**src/rtl/mips_reg_arbiter.sv**
```systemverilog
// mips_reg_arbiter
//   Shares one MIPS register file (two combinational read ports A/B and one
//   edge-triggered write port) between two requesters. Requester 0 always reads
//   through port A and requester 1 through port B, so reads never conflict.
//   The single write port is arbitrated round-robin. A built-in clear sequencer
//   zeroes registers 1..NREG-1 when Clr_Start is pulsed.
//
// Ports
//   Clk, Reset               clock (rising edge), async active-low reset
//   Clr_Start / Clr_Busy     start pulse / busy flag of the clear sweep
//   Req0/1, Wr0/1            request (held until Ack), 1 = write, 0 = read
//   Addr0/1, WData0/1        transaction address and write data
//   Ack0/1, RData0/1         registered completion pulse and read data
//   R_Addr_A/B, R_Data_A/B   register file read ports
//   W_Addr, W_Data, Write_Reg register file write port
module mips_reg_arbiter #(
  parameter int ADDR_W = 5,
  parameter int DATA_W = 32,
  parameter int NREG   = 32
) (
  input  logic              Clk,
  input  logic              Reset,
  input  logic              Clr_Start,
  output logic              Clr_Busy,
  input  logic              Req0,
  input  logic              Req1,
  input  logic              Wr0,
  input  logic              Wr1,
  input  logic [ADDR_W-1:0] Addr0,
  input  logic [ADDR_W-1:0] Addr1,
  input  logic [DATA_W-1:0] WData0,
  input  logic [DATA_W-1:0] WData1,
  output logic              Ack0,
  output logic              Ack1,
  output logic [DATA_W-1:0] RData0,
  output logic [DATA_W-1:0] RData1,
  output logic [ADDR_W-1:0] R_Addr_A,
  output logic [ADDR_W-1:0] R_Addr_B,
  output logic [ADDR_W-1:0] W_Addr,
  output logic [DATA_W-1:0] W_Data,
  output logic              Write_Reg,
  input  logic [DATA_W-1:0] R_Data_A,
  input  logic [DATA_W-1:0] R_Data_B
);

  typedef enum logic [0:0] {
    ST_IDLE  = 1'b0,
    ST_CLEAR = 1'b1
  } state_t;

  localparam logic [ADDR_W-1:0] LP_ZERO = {ADDR_W{1'b0}};
  localparam logic [ADDR_W-1:0] LP_ONE  = ADDR_W'(1);
  localparam logic [ADDR_W-1:0] LP_LAST = ADDR_W'(NREG - 1);

  state_t              r_state;
  state_t              w_state_nxt;
  logic [ADDR_W-1:0]   r_clr_cnt;
  logic [ADDR_W-1:0]   w_clr_cnt_nxt;
  logic                r_clr_busy;
  logic                r_last_w;
  logic                r_ack0;
  logic                r_ack1;
  logic [DATA_W-1:0]   r_rdata0;
  logic [DATA_W-1:0]   r_rdata1;

  logic                w_elig0;
  logic                w_elig1;
  logic                w_rd_g0;
  logic                w_rd_g1;
  logic                w_wr_c0;
  logic                w_wr_c1;
  logic                w_wr_g0;
  logic                w_wr_g1;
  logic [ADDR_W-1:0]   w_w_addr;
  logic [DATA_W-1:0]   w_w_data;
  logic                w_w_en;

  // A requester is never eligible in its own Ack cycle, nor while the sweep
  // runs; gating with Reset keeps every output at 0 while reset is asserted.
  assign w_elig0 = Reset & Req0 & ~r_ack0 & (r_state == ST_IDLE);
  assign w_elig1 = Reset & Req1 & ~r_ack1 & (r_state == ST_IDLE);
  assign w_rd_g0 = w_elig0 & ~Wr0;
  assign w_rd_g1 = w_elig1 & ~Wr1;
  assign w_wr_c0 = w_elig0 & Wr0;
  assign w_wr_c1 = w_elig1 & Wr1;
  // On a conflict the requester that did not win last time is granted.
  assign w_wr_g0 = w_wr_c0 & (~w_wr_c1 | r_last_w);
  assign w_wr_g1 = w_wr_c1 & (~w_wr_c0 | ~r_last_w);

  assign R_Addr_A  = Reset ? Addr0 : LP_ZERO;
  assign R_Addr_B  = Reset ? Addr1 : LP_ZERO;
  assign W_Addr    = w_w_addr;
  assign W_Data    = w_w_data;
  assign Write_Reg = w_w_en;
  assign Clr_Busy  = r_clr_busy;
  assign Ack0      = r_ack0;
  assign Ack1      = r_ack1;
  assign RData0    = r_rdata0;
  assign RData1    = r_rdata1;

  // Next-state logic and write-port steering.
  always_comb begin
    w_state_nxt   = r_state;
    w_clr_cnt_nxt = r_clr_cnt;
    w_w_addr      = LP_ZERO;
    w_w_data      = {DATA_W{1'b0}};
    w_w_en        = 1'b0;
    case (r_state)
      ST_IDLE: begin
        if (Clr_Start) begin
          w_state_nxt   = ST_CLEAR;
          w_clr_cnt_nxt = LP_ONE;
        end else begin
          w_state_nxt   = ST_IDLE;
          w_clr_cnt_nxt = r_clr_cnt;
        end
        // A write to $0 is acknowledged but never reaches the register file.
        if (w_wr_g0 && (Addr0 != LP_ZERO)) begin
          w_w_addr = Addr0;
          w_w_data = WData0;
          w_w_en   = 1'b1;
        end else if (w_wr_g1 && (Addr1 != LP_ZERO)) begin
          w_w_addr = Addr1;
          w_w_data = WData1;
          w_w_en   = 1'b1;
        end else begin
          w_w_en   = 1'b0;
        end
      end
      ST_CLEAR: begin
        w_w_addr = r_clr_cnt;
        w_w_data = {DATA_W{1'b0}};
        w_w_en   = 1'b1;
        if (r_clr_cnt == LP_LAST) begin
          w_state_nxt   = ST_IDLE;
          w_clr_cnt_nxt = LP_ZERO;
        end else begin
          w_state_nxt   = ST_CLEAR;
          w_clr_cnt_nxt = r_clr_cnt + LP_ONE;
        end
      end
      default: begin
        w_state_nxt   = ST_IDLE;
        w_clr_cnt_nxt = LP_ZERO;
      end
    endcase
  end

  // Sequencer state, clear counter and busy flag.
  always_ff @(posedge Clk or negedge Reset) begin
    if (!Reset) begin
      r_state    <= ST_IDLE;
      r_clr_cnt  <= LP_ZERO;
      r_clr_busy <= 1'b0;
    end else begin
      r_state    <= w_state_nxt;
      r_clr_cnt  <= w_clr_cnt_nxt;
      r_clr_busy <= (w_state_nxt == ST_CLEAR);
    end
  end

  // Round-robin pointer: only a real conflict moves it.
  always_ff @(posedge Clk or negedge Reset) begin
    if (!Reset) begin
      r_last_w <= 1'b1;
    end else if (w_wr_c0 && w_wr_c1) begin
      r_last_w <= w_wr_g1;
    end else begin
      r_last_w <= r_last_w;
    end
  end

  // Completion pulses and captured read data (old value on same-edge write).
  always_ff @(posedge Clk or negedge Reset) begin
    if (!Reset) begin
      r_ack0   <= 1'b0;
      r_ack1   <= 1'b0;
      r_rdata0 <= {DATA_W{1'b0}};
      r_rdata1 <= {DATA_W{1'b0}};
    end else begin
      r_ack0 <= w_rd_g0 | w_wr_g0;
      r_ack1 <= w_rd_g1 | w_wr_g1;
      if (w_rd_g0) begin
        r_rdata0 <= R_Data_A;
      end else begin
        r_rdata0 <= r_rdata0;
      end
      if (w_rd_g1) begin
        r_rdata1 <= R_Data_B;
      end else begin
        r_rdata1 <= r_rdata1;
      end
    end
  end

endmodule

```
**config.mk**
```make
export PLATFORM = sky130hd
export DESIGN_NAME = mips_reg_arbiter
export DESIGN_NICKNAME = d
export VERILOG_FILES = /design/src/rtl/mips_reg_arbiter.sv
export SDC_FILE = /design/constraint.sdc
export NUM_CORES = 1
export LEC_CHECK = 0
export ABC_AREA = 0
export BUFFER_PORTS_ARGS = -buffer_cell sky130_fd_sc_hd__buf_2
export CORE_AREA = 2 2 100 102
export DETAILED_ROUTE_END_ITERATION = 7
export DIE_AREA = 0 0 102 104
export HOLD_SLACK_MARGIN = 0.1
export PLACE_DENSITY = 0.73
export SYNTH_ARGS = -nofsm -noshare
export SYNTH_HDL_FRONTEND = slang
export SYNTH_SLANG_ARGS = --single-unit
```
**constraint.sdc**
```tcl
create_clock -name Clk -period 4.1 [get_ports Clk]
set_input_delay 0.82 -clock Clk [delete_from_list [all_inputs] [get_ports Clk]]
set_output_delay 0.82 -clock Clk [all_outputs]
set_load 0.1 [all_outputs]
```
; ---- After elaboration in Yosys (flattened, before gate mapping)
; Cells that the tools add are included.
[op_classes]
n_reduce_logical = 5
bitwise = 24
mux = 17
n_addsub = 1
n_eq_ne = 2
[op_table]
columns = operator, count
row1 = 32-bit 2-to-1 mux, 2
row2 = 32-bit case mux with 2 select lines, 1
row3 = 5-bit 2-to-1 mux, 6
row4 = 5-bit case mux with 2 select lines, 2
row5 = 1-bit AND, 12
row6 = 5-bit nonzero test, 2
row7 = 1-bit NOT, 8
row8 = 5-bit by 1-bit adder with 5-bit output (second input constant), 1
row9 = 5-bit == test (second input constant), 1
row10 = 1-bit 2-to-1 mux, 4
row11 = 1-bit bitwise OR, 4
row12 = 1-bit case mux with 2 select lines, 2
row13 = 1-bit logical AND, 3
row14 = 2-bit != test (second input constant), 1
[word_totals]
register_bits = 73
out_inout_bits = 115
inputBits = 145
word_cells = 56

; ---- Longest topological paths before layout
[logic_depth]
depth_word = 11
mapped_depth = 7
ltp_nobuf = 7

; ---- Least setup slack after synthesis
; No wires, ideal clock.
[synth_timing]
path_type = register to output
start = reg Clr_Busy (netlist name)
end = out W_Data[10]
path_buffers = 1
slack_ps = 505
arrival_time_ps = 2775
stages_incl_launch_ff = 6
t_required_ps = 3280
cell_sequence = dfrtp_1 > and4bb_4 > a311oi_4 > o21a_4 > buf_6 > a22o_1
[synth_lines]
columns = element, line_no
row1 = to (decl), 40  ; output logic [DATA_W-1:0] W_Data,

==> reports/results.ini <==
[final_layout]
final_nets=648
diodes=0
fin_area_mm2=0.00549
final_common_cell=buf_2
area_delta_synth_final_pct=63.3
final_cell_mix=buf_2 (225), dfrtp_1 (72), mux2_1 (64)
drive_gt1_frac=0.565

[setup_path]
required_ns=3.28
r2r_start=Clr_Busy
crit_chain=and4bb_4 > a311oi_4 > o21a_4 > a22o_1 > buf_12
worstSetupStartpoint=Clr_Busy
worstSetupPathType=flip-flop to primary output
crit_family=compound AO/OA/AOI/OAI gates
critPathLaunchType=flip-flop
crit_fanout=33
end_kind=primary output
cp_slowest_stage_delay_ns=0.68
arrival_ns=2.72
rrSetupSlack_ns=1.73
worst-path-buf-inv=1
crit_slowest_cell=dfrtp_1

[routing]
wirelength_um=10700
via_per_inst=4.82
drt-pass1-iter-count=7
vias=3079
wl_met3_um=919
routed.top_layer=met5
wl_per_cell_um=16.8
dr.first_iter.drc_count=141
ant_nets=0
m1WireLength_um=4450
drc=0
wl_met2_um=5130

[synthesis]
syn_area_mm2=0.00336
synth_top_cell_area_share=0.537
synth_cell_types=31
synth_compound_area_frac=0.133
synth_top_family_by_area=multiplexers
synth-simple-area-share=0.0626
ys_ff_latch=73
netlist.top_cell.by_area=dfrtp_1
synthMuxAreaShare=0.215
yosysWarnings=0
postSynthCellCount=242
synth_xor_area_frac=0.00261
synthAdderAreaFrac=0.00745
synth_area_leaders=dfrtp_1 (54%), mux2_1 (21%), a22o_1 (8.6%)
synth-seq-area-share=0.544
syn_nets=389
avgSynthCellArea_um2=13.9

[clocking]
root_buffer=clkbuf_8
ctsResizeCount=0
cts_inserted_buffers=9
post_cts_buffers=0
ctsHtreeMaxLevel=3
cts_tree=yes
ctsHoldBuffers=0
clk_latency_ns=0.33
cts.sinks=73
clk_pin_slew_ns=0.08
cts_buffer_depth=2

[sta]
slew_headroom=0.375
finalHoldViolCount=0
min_period_ns=3.54
achievable-frequency_ghz=0.283
fin_skew_ns=0.00831
grt_setup_unrepaired=no
worstMarginPinSlew_ns=0.936
setup_violations=0
post-route-period-util=0.863
finalMaxSlewViolations=0
tns_ns=0

[power]
ir_worst_vdd_mv=0.516
total_leakage_power_nw=2.89
power.density_mw_per_mm2=903
fin_total_pwr_mw=4.96

[floorplanning]
pin_count=260
core_mm2=0.00955
rows=36
die_w_um=102
die-area_mm2=0.0106
chipHeight_um=104
start_util=0.352

[grt]
grt_overflow=0
grt_pass1_vias=3162
grt_pass1_wl_um=16300
antenna_found_initial=2
grt_max_degree=63
track_usage=0.199

[worst_hold_path]
holdCritPathClass=primary input to asynchronous set/reset pin

[place]
gp_congestion=0.951
dp_hpwl_um=8670
port_buffers=259
placed_area_mm2=0.00527

[status]
outcome=finished, final reports clean

[run]
drv_cap=0

## registers in the layout (all words and copies together), names as in the netlist
signal,count
RData0,32
RData1,32
r_clr_cnt,5
Ack0,1
Ack1,1
Clr_Busy,1
r_last_w,1
## Yosys cell counts (all sizes together)
cell and number:
inv 6, and4bb 1, dfstp 1, or4 2
xnor2 1, a311oi 1, dfrtp 72, nand2b 3
clkinv 1, a222oi 5, nor2 5, and2 10
o31ai 1, clkbuf 2, and3 1, or3 1
o311a 1, a22o 33, nand4bb 1, o21ai 5
ha 2, nand2 1, mux2 64, nor2b 2
o21a 2, buf 13, o22ai 1, or2 2
nand3 2
## final timing paths
kind | endpoint | depth (start not counted)
worst max-delay path | W_Data[29] | 5
worst min-delay path | Ack0 | 1
worst max register to register | RData0[21] | 3
worst min register to register | RData0[30] | 1
max in group asynchronous | RData0[27] | 2
min in group Clk | RData0[30] | 1
## power breakdown
group          switching, mW  internal [mW]  leakage (nW)
combinational           2.65          0.540          1.86
sequential             0.157          0.997         0.927
clock                  0.267          0.345         0.107
## through the flow
step                hold slack (ns)   util  instances  setup WS [ns]
finish                        0.355  0.574        639          0.562
global route                  0.343  0.574        639          0.441
CTS                           0.334  0.574        639          0.562
detailed placement            0.469  0.552        623          0.599
global placement              0.462  0.552        623          0.678
floorplan                     0.458      -        242          0.505
## cell families (layout without fill, tap and decap cells)
logic type | Yosys count | count (layout)
flip-flops | 73 | 73
AND/OR/NAND/NOR | 31 | 31
adder cells (fa/ha/maj) | 2 | 2
AO/OA/AOI/OAI | 49 | 49
multiplexers | 64 | 64
XOR/XNOR | 1 | 1
buffers and inverters | 22 | 286
## cell type report
type	count	area, um2
Fill cell	827	4060
Sequential cell	73	1830
Timing Repair Buffer	263	1820
Multi-Input combinational cell	147	1420
Tap cell	133	166
Clock buffer	10	128
Clock inverter	6	90.1
Inverter	7	26.3
## routing by layer
metal / track usage / up-vias
met4: 0.0600 / 2
met2: 0.319 / 147
met1: 0.254 / 1497
li1: - / 1414
met5: 0 / -
met3: 0.0659 / 19
No activity file was read; power rests on OpenSTA's default activity.
